[src/rtl/ram_boot_loader_pkg.sv]
// ============================================================================
// ram_boot_loader_pkg
//   Shared types and constants for the RAM boot loader.
//   - state_t         : loader state encoding
//   - AW_DEFAULT      : default address width
//   - DW_DEFAULT      : default data word width
//   - BYTES_PER_WORD  : image bytes per RAM word (high byte first)
// Revision: 1.0
// ============================================================================
`default_nettype none

package ram_boot_loader_pkg;

  localparam int AW_DEFAULT     = 16;
  localparam int DW_DEFAULT     = 16;
  localparam int BYTES_PER_WORD = 2;

  typedef enum logic [2:0] {
    BOOT   = 3'd0,
    LEN_HI = 3'd1,
    LEN_LO = 3'd2,
    DAT_HI = 3'd3,
    DAT_LO = 3'd4,
    FLUSH  = 3'd5,
    DONE   = 3'd6,
    ERR    = 3'd7
  } state_t;

endpackage

`default_nettype wire

[src/rtl/ram_port_mux.sv]
// ============================================================================
// ram_port_mux
//   Combinational select of the RAM port between the boot loader and the CPU.
//   Ports:
//     load_done             : 1 selects the CPU, 0 selects the loader
//     ld_addr/ld_data/ld_wren           : loader write port
//     cpu_maddr/cpu_data_o/cpu_wr       : CPU memory port
//     address/data/wren                 : to the RAM
// Revision: 1.0
// ============================================================================
`default_nettype none

module ram_port_mux
  import ram_boot_loader_pkg::*;
#(
  parameter int AW = AW_DEFAULT,
  parameter int DW = DW_DEFAULT
) (
  input  logic          load_done,
  input  logic [AW-1:0] ld_addr,
  input  logic [DW-1:0] ld_data,
  input  logic          ld_wren,
  input  logic [AW-1:0] cpu_maddr,
  input  logic [DW-1:0] cpu_data_o,
  input  logic          cpu_wr,
  output logic [AW-1:0] address,
  output logic [DW-1:0] data,
  output logic          wren
);

  // CPU writes are blocked entirely until the image is in place.
  assign address = load_done ? cpu_maddr  : ld_addr;
  assign data    = load_done ? cpu_data_o : ld_data;
  assign wren    = load_done ? cpu_wr     : ld_wren;

endmodule

`default_nettype wire

[src/rtl/ram_boot_loader.sv]
// ============================================================================
// ram_boot_loader
//   Holds the CPU in reset while a byte-stream program image is written into
//   RAM as 16-bit words from BASE_ADDR upward, then releases the CPU and
//   passes its memory port straight through to the RAM.
//   Image format: LEN_HI, LEN_LO, then LEN words, high byte first.
//   Ports:
//     CLK, RST (async, active-low)
//     LOAD_EN                      : 1 = load image, 0 = skip load
//     BYTE_IN/BYTE_VALID/BYTE_READY: image byte stream handshake
//     CPU_MADDR/CPU_DATA_O/CPU_WR  : CPU memory port
//     CPU_RST                      : active-low CPU reset
//     ADDRESS/DATA/WREN            : RAM port
//     LOAD_DONE/LOAD_ERR           : status
// Revision: 1.0
// ============================================================================
`default_nettype none

module ram_boot_loader
  import ram_boot_loader_pkg::*;
#(
  parameter int            AW        = AW_DEFAULT,
  parameter int            DW        = DW_DEFAULT,
  parameter logic [AW-1:0] BASE_ADDR = '0,
  parameter logic [15:0]   MAX_WORDS = 16'd4096
) (
  input  logic          CLK,
  input  logic          RST,
  input  logic          LOAD_EN,
  input  logic [7:0]    BYTE_IN,
  input  logic          BYTE_VALID,
  output logic          BYTE_READY,
  input  logic [AW-1:0] CPU_MADDR,
  input  logic [DW-1:0] CPU_DATA_O,
  input  logic          CPU_WR,
  output logic          CPU_RST,
  output logic [AW-1:0] ADDRESS,
  output logic [DW-1:0] DATA,
  output logic          WREN,
  output logic          LOAD_DONE,
  output logic          LOAD_ERR
);

  state_t                       state;
  logic [7:0]                   len_hi_byte;
  logic [DW/BYTES_PER_WORD-1:0] dat_hi_byte;
  logic [15:0]                  word_count;
  logic [15:0]                  index;
  logic [AW-1:0]                ld_addr;
  logic [DW-1:0]                ld_data;
  logic                         ld_wren;

  logic        xfer;
  logic [15:0] len_full;
  logic [15:0] index_next;

  assign xfer       = BYTE_VALID & BYTE_READY;
  assign len_full   = {len_hi_byte, BYTE_IN};
  assign index_next = index + 16'd1;

  // BYTE_READY, CPU_RST, LOAD_DONE and LOAD_ERR are registered alongside the
  // state so each takes its new value on the first cycle of the new state.
  always_ff @(posedge CLK or negedge RST) begin
    if (!RST) begin
      state       <= BOOT;
      BYTE_READY  <= 1'b0;
      CPU_RST     <= 1'b0;
      LOAD_DONE   <= 1'b0;
      LOAD_ERR    <= 1'b0;
      len_hi_byte <= '0;
      dat_hi_byte <= '0;
      word_count  <= '0;
      index       <= '0;
      ld_addr     <= BASE_ADDR;
      ld_data     <= '0;
      ld_wren     <= 1'b0;
    end else begin
      // Write strobe is a single-cycle pulse following the low-byte accept.
      ld_wren <= 1'b0;
      case (state)
        BOOT: begin
          if (LOAD_EN) begin
            state      <= LEN_HI;
            BYTE_READY <= 1'b1;
          end else begin
            state     <= DONE;
            CPU_RST   <= 1'b1;
            LOAD_DONE <= 1'b1;
          end
        end
        LEN_HI: begin
          if (xfer) begin
            len_hi_byte <= BYTE_IN;
            state       <= LEN_LO;
          end
        end
        LEN_LO: begin
          if (xfer) begin
            word_count <= len_full;
            if (len_full == 16'd0) begin
              state      <= DONE;
              BYTE_READY <= 1'b0;
              CPU_RST    <= 1'b1;
              LOAD_DONE  <= 1'b1;
            end else if (len_full > MAX_WORDS) begin
              state      <= ERR;
              BYTE_READY <= 1'b0;
              LOAD_ERR   <= 1'b1;
            end else begin
              state <= DAT_HI;
            end
          end
        end
        DAT_HI: begin
          if (xfer) begin
            dat_hi_byte <= BYTE_IN;
            state       <= DAT_LO;
          end
        end
        DAT_LO: begin
          if (xfer) begin
            ld_data <= {dat_hi_byte, BYTE_IN};
            // Address wraps modulo 2^AW; only the length check guards range.
            ld_addr <= BASE_ADDR + AW'(index);
            ld_wren <= 1'b1;
            index   <= index_next;
            if (index_next == word_count) begin
              state      <= FLUSH;
              BYTE_READY <= 1'b0;
            end else begin
              state <= DAT_HI;
            end
          end
        end
        FLUSH: begin
          state     <= DONE;
          CPU_RST   <= 1'b1;
          LOAD_DONE <= 1'b1;
        end
        DONE: state <= DONE;
        ERR:  state <= ERR;
        default: state <= ERR;
      endcase
    end
  end

  ram_port_mux #(
    .AW(AW),
    .DW(DW)
  ) u_ram_port_mux (
    .load_done (LOAD_DONE),
    .ld_addr   (ld_addr),
    .ld_data   (ld_data),
    .ld_wren   (ld_wren),
    .cpu_maddr (CPU_MADDR),
    .cpu_data_o(CPU_DATA_O),
    .cpu_wr    (CPU_WR),
    .address   (ADDRESS),
    .data      (DATA),
    .wren      (WREN)
  );

endmodule

`default_nettype wire

[config.mk]
export PLATFORM = sky130hd
export DESIGN_NAME = ram_boot_loader
export DESIGN_NICKNAME = d
export VERILOG_FILES = /design/src/rtl/ram_boot_loader_pkg.sv /design/src/rtl/ram_port_mux.sv /design/src/rtl/ram_boot_loader.sv
export SDC_FILE = /design/constraint.sdc
export NUM_CORES = 1
export LEC_CHECK = 0
export ABC_AREA = 1
export CORE_MARGIN = 2
export CORE_UTILIZATION = 45
export CTS_BUF_LIST = sky130_fd_sc_hd__clkbuf_8 sky130_fd_sc_hd__clkbuf_16
export DETAILED_ROUTE_END_ITERATION = 10
export HOLD_SLACK_MARGIN = 0.12
export PLACE_DENSITY = 0.7
export RECOVER_POWER = 50
export SYNTH_ARGS = -nofsm -noshare
export SYNTH_HDL_FRONTEND = slang
export SYNTH_SLANG_ARGS = --single-unit
[constraint.sdc]
create_clock -name CLK -period 4.6 [get_ports CLK]
set_input_delay 0.46 -clock CLK [delete_from_list [all_inputs] [get_ports CLK]]
set_output_delay 0.46 -clock CLK [all_outputs]
set_load 0.005 [all_outputs]
# Yosys cells after proc, flatten, opt, wreduce, memory -nomap -nowiden
# Index checks and enable logic that the tools add are counted.
dict set report word_totals {
  regBits 87
  latchBits 0
  ram_bits 0
  rom_bits 0
  inputBits 45
  output_inout_bits 37
  n_memories 0
}
dict set report op_classes {
  add_sub_neg 1
  n_mul 0
  div 0
  n_lt_le_gt_ge 1
  n_eq_ne 17
  shifts 0
  n_mux 25
  bitwise_logic 2
  n_reduce_logical 13
}
# op count
set op_table {}
lappend op_table {{16-bit 2-to-1 mux} 2}
lappend op_table {{3-bit 2-to-1 mux} 8}
lappend op_table {{3-bit one-hot mux with 7 select lines} 1}
lappend op_table {{16-bit by 1-bit adder with 16-bit output, second input constant} 1}
lappend op_table {{16-bit == test} 1}
lappend op_table {{16-bit by 13-bit > comparator with 1-bit output, second input constant} 1}
lappend op_table {{16-bit logical NOT} 1}
lappend op_table {{2-bit inequality test, second input constant} 8}
lappend op_table {{3-bit == test, second input constant} 4}
lappend op_table {{1-bit 2-to-1 mux} 12}
lappend op_table {{4-bit AND reduction} 3}
lappend op_table {{2-bit AND reduction} 4}
lappend op_table {{3-bit by 2-bit == test with 1-bit output, second input constant} 2}
lappend op_table {{1-bit one-hot mux with 3 select lines} 2}
lappend op_table {{6-bit AND reduction} 1}
lappend op_table {{3-bit nonzero test} 2}
lappend op_table {{3-bit by 1-bit == test with 1-bit output, second input constant} 1}
lappend op_table {{3-bit logical NOT} 1}
lappend op_table {{3-bit inequality test, second input constant} 1}
lappend op_table {{2-bit OR reduction} 1}
lappend op_table {{1-bit AND} 1}
lappend op_table {{1-bit NOT} 1}

# Longest topological paths before layout
dict set report logic_depth {
  ltp_word 5
  depth_mapped 17
}

# Modules after synthesis
# A second synthesis with hierarchy kept.
dict set report unflattened {
  hier_cells 634
  hier_area_um2 4581.9
}
# mod n_inst cells_per_inst area_per_inst_um2 seq_area_each_um2
set by_module_without_submodules {}
lappend by_module_without_submodules {ram_boot_loader 1 527 4102.7 2177.1}
lappend by_module_without_submodules {ram_port_mux 1 107 479.2 0.0}

# Worst setup path after synthesis
# Ideal clock, no wire load.
dict set report synth_path {
  path_kind {reg-to-reg}
  startpoint {register index[0]}
  endpoint {register state[1]}
  setup_time_ps 137
  t_arrival_ps 1642
  required_ps 4463
  slack_ps 2821
  stages_incl_launch_ff 17
  period_less_slack_ps 1779
  cell_sequence {dfrtp_1 -> ha_1 -> nand3_1 -> inv_1 -> nand2_1 -> nand2_1 -> nand2_1 -> nand2_1 -> nand2_1 -> nor2_1 -> nand2_1 -> nor2_2 -> nand3_2 -> nand2_1 -> nand2_1 -> nand2_1 -> o21ai_0}
}
dict set report synth_via {
  elab_chain_len 5
}
# item line_no
set synth_lines {}
lappend synth_lines {{start: declaration} ram_boot_loader.sv:48} ;# logic [15:0] index;
lappend synth_lines {{start signal: assignment} ram_boot_loader.sv:126} ;# index <= index_next;
lappend synth_lines {{16-bit by 1-bit adder with 16-bit output} ram_boot_loader.sv:59} ;# assign index_next = index + 16'd1;
lappend synth_lines {{16-bit == test} ram_boot_loader.sv:127} ;# if (index_next == word_count) begin
lappend synth_lines {{3-bit 2-to-1 mux} ram_boot_loader.sv:127}
lappend synth_lines {{3-bit 2-to-1 mux} ram_boot_loader.sv:121} ;# if (xfer) begin
lappend synth_lines {{3-bit one-hot mux with 7 select lines} ram_boot_loader.sv:80} ;# case (state)
lappend synth_lines {{end signal: assignment} ram_boot_loader.sv:83} ;# state <= LEN_HI;
lappend synth_lines {{end signal: assignment} ram_boot_loader.sv:128} ;# state <= FLUSH;
lappend synth_lines {{end signal: assignment} ram_boot_loader.sv:131} ;# state <= DAT_HI;
lappend synth_lines {{end: declaration} ram_boot_loader.sv:44} ;# state_t state;
# No other way between the ends. The select of a mux whose other input is x is not followed.
# A chain may end at the register's enable or synchronous reset.

# Worst setup path after layout
dict set report layout_path {
  startpoint {register state[0]}
  endpoint {register ld_addr[3]}
}
dict set report layout_via {
  elab_chain_len 2
}
# item line_no
set layout_lines {}
lappend layout_lines {{start signal: assignment} ram_boot_loader.sv:65} ;# state <= BOOT;
lappend layout_lines {{start signal: assignment} ram_boot_loader.sv:83}
lappend layout_lines {{start signal: assignment} ram_boot_loader.sv:86} ;# state <= DONE;
lappend layout_lines {{3-bit == test} ram_boot_loader.sv:80}
lappend layout_lines {{2-bit AND reduction (no source line)} n/a}
lappend layout_lines {{end signal: assignment} ram_boot_loader.sv:124} ;# ld_addr <= BASE_ADDR + AW'(index);
lappend layout_lines {{end: declaration} ram_boot_loader.sv:49} ;# logic [AW-1:0] ld_addr;
# No other way between the ends.

==> reports/metrics.yaml <==
power.density_nw_per_um2: 477
antenna_found_initial: 0
track_usage: 0.208
maxCapViolations: 1
finalSetupViolCount: 0
yosys.area.top_type: "dfrtp_1"
post-route-min-period_ns: 3.27
path_max_fanout: 70
synth.top_cell.area_share: 0.481
relSlewSlack: -0.265
cts_inserted_buffers: 9
vdd_ir_drop_max_uv: 249
final_layout_size_suffix_gt1_frac: 0.0510
min-delay-start: "ld_data[15]"
outcome: "complete, but fails checks"
reg2reg_slack_ns: 1.33
rr_worst_depth: 8
yosys_register_bits: 87
design_area_um2: 5640
cp.arrival_ns: 3.52
max_freq_mhz: 306
grt_pass1_wl_mm: 18.5
drtIter0Drc: 170
r2r-start: "state[0]"
drtAntennaViolNets: 0
synth_cell_types: 30
violations: "capacitance limit, slew limit"
via_count: 4184
syn_area_um2: 4520
initial_core_util: 0.463
dp_cells: 822
seq_area_frac_synth: 0.481
clock_sinks: 87
post-cts-setup-buffers: 0
leakage_nw: 2.76
synth_nets: 674
placed_area_um2: 5430
insertion_delay_ns: 0.36
hold_slack_ns: 0.479
drc_errors: 0
path_class: "reg2reg"
chipWidth_um: 104
hold_viol_final: 0
grt_pass1_vias: 3873
whs_path_depth: 2
tightestPinTransition_ns: 1.90
holdPathEnd: "ld_data[15]"
rsz0062_at_grt: "false"
diodes: 0
cp-start-kind: "flop"
hold_class: "reg2reg"
cts_root_buf: "clkbuf_8"
syn_area_per_cell_um2: 7.21
fin_cells: 839
gp_congestion: 0.886
port_buffers: 81
timing.critical_path.to_type: "flop"
htree_levels: 3
dieArea_um2: 10900
worstPathRequired_ns: 4.85
die_h_um: 104
area_growth_pct: 24.6
rows: 36
gr-total-overflow: 0
core-area_um2: 9770
slew_viol_final: 36
clockBufferDepth: 2
tns_ns: 0
io_pins: 82
worst_slack_ns: 1.33
timing.rr.end: "ld_addr[3]"
cts_tree: "yes"
drtPass1Iterations: 4
fin_crit_sh: 0.711
cts_resized: 0
hpwl_mm: 7.96
layout.nets: 748
place_ws_ns: 2.08
drt-total-wl_mm: 10.8
yosys_warnings: 0
clk_pin_slew_ns: 0.08
grt_max_degree: 71
clock_skew_ns: 0.0106
ys_top_cells_by_area: "dfrtp_1 48%, nand2_1 23%, o21ai_0 8.3%"
postSynthCellCount: 627
route.detailed.wl_per_inst_um: 12.8
vias_per_cell: 4.99
==> metrics by stage <==
stage                util  power, mW
finish              0.577       2.69
global route        0.577       2.92
CTS                 0.578       2.71
detailed placement  0.555       2.15
global placement    0.555       2.12
floorplan               -       1.85
==> cell type report <==
class	instances	area [µm²]
Timing Repair Buffer	86	841
Inverter	59	223
Sequential cell	87	2180
Clock inverter	4	43.8
Multi-Input combinational cell	458	2020
Fill cell	944	4140
Clock buffer	12	165
Tap cell	133	166
==> kinds of logic (layout without fill, tap and decap cells) <==
family	after synthesis	count (layout)	share of synthesized area
AOI/OAI and AO/OA	87	87	0.0996
xor gates and xnor gates	2	2	0.00387
adders and majority gates	2	2	0.00553
buffers and inverters	82	161	0.0716
DFF	87	87	0.481
and+or+nand+nor	367	367	0.338
==> worst max-delay path by stage <==
stage | slack [ns] | start | depth (start not counted) | endpoint
after floorplan | 2.82 | index[0] | 16 | state[1]
after global placement | 2.12 | BYTE_VALID | 6 | index[14]
after detailed placement | 2.08 | BYTE_VALID | 6 | index[14]
after CTS | 1.70 | LOAD_DONE | 5 | DATA[9]
after global routing | 0.84 | state[0] | 8 | ld_addr[2]
final | 1.33 | state[0] | 8 | ld_addr[3]
==> state kept, by name (all words and copies together), names as in the netlist <==
| register | count |
|---|---|
| ld_addr | 16 |
| LOAD_ERR | 1 |
| ld_wren | 1 |
| ld_data | 16 |
| word_count | 16 |
| LOAD_DONE | 1 |
| index | 16 |
| dat_hi_byte | 8 |
| state | 3 |
| len_hi_byte | 8 |
| BYTE_READY | 1 |
==> power breakdown <==
| group | switching [mW] | leakage, nW | internal, mW |
|---|---|---|---|
| Combinational | 0.525 | 1.54 | 0.356 |
| Sequential | 0.205 | 1.11 | 1.05 |
| Clock | 0.263 | 0.114 | 0.292 |
| Total | 0.993 | 2.76 | 1.70 |
==> synthesized netlist by cell type <==
library cell	number
inv_2	2
clkbuf_1	15
nand4_2	2
nand2_1	278
nand3_2	1
a21boi_0	1
inv_1	56
nor2_2	6
o21bai_1	2
o31ai_1	1
nand3_1	39
o21ai_1	2
nand4_1	8
xor2_1	1
nand2_2	4
nor3_1	5
o211ai_1	1
a21oi_1	4
xnor2_1	1
nor2_1	19
nor4_1	1
and2_1	1
clkinv_2	1
dfrtp_1	87
buf_4	2
nor2_4	3
o21ai_0	75
buf_2	6
ha_1	2
a211oi_1	1
==> critical path, cell delays in order (launching register included) <==
cell and delay (ns):
dfrtp_1 0.42, nor2_1 0.14, inv_1 0.09, nor2_1 0.25, inv_1 0.11, nor2_2 0.09
clkbuf_1 0.90, inv_2 0.74, o21ai_0 0.38
==> metal layers <==
layer	part of all wire	GRT usage
met5	0	0
met4	0.016	0.0714
met3	0.042	0.0320
met2	0.45	0.330
met1	0.50	0.292
==> what timing repair did <==
action	4_1_cts	5_1_grt
hold buffers	1	0
endpoints found under the setup margin	0	0
hold endpoints to repair	34	0
==> cell usage in the layout (no fill, tap or decap), types with 2 or more instances in the layout <==
master,synthesis,final
a21oi_1,4,4
buf_4,2,3
clkbuf_1,15,2
clkbuf_8,0,12
clkdlybuf4s50_1,0,77
clkinv_2,1,3
dfrtp_1,87,87
dlygate4sd3_1,0,4
ha_1,2,2
inv_1,56,57
inv_2,2,2
nand2_1,278,278
nand2_2,4,4
nand3_1,39,39
nand4_1,8,8
nand4_2,2,2
nor2_1,19,20
nor2_2,6,5
nor2_4,3,3
nor3_1,5,5
o21ai_0,75,75
o21ai_1,2,2
o21bai_1,2,2
Note: power is estimated with default switching activity, not from simulation.
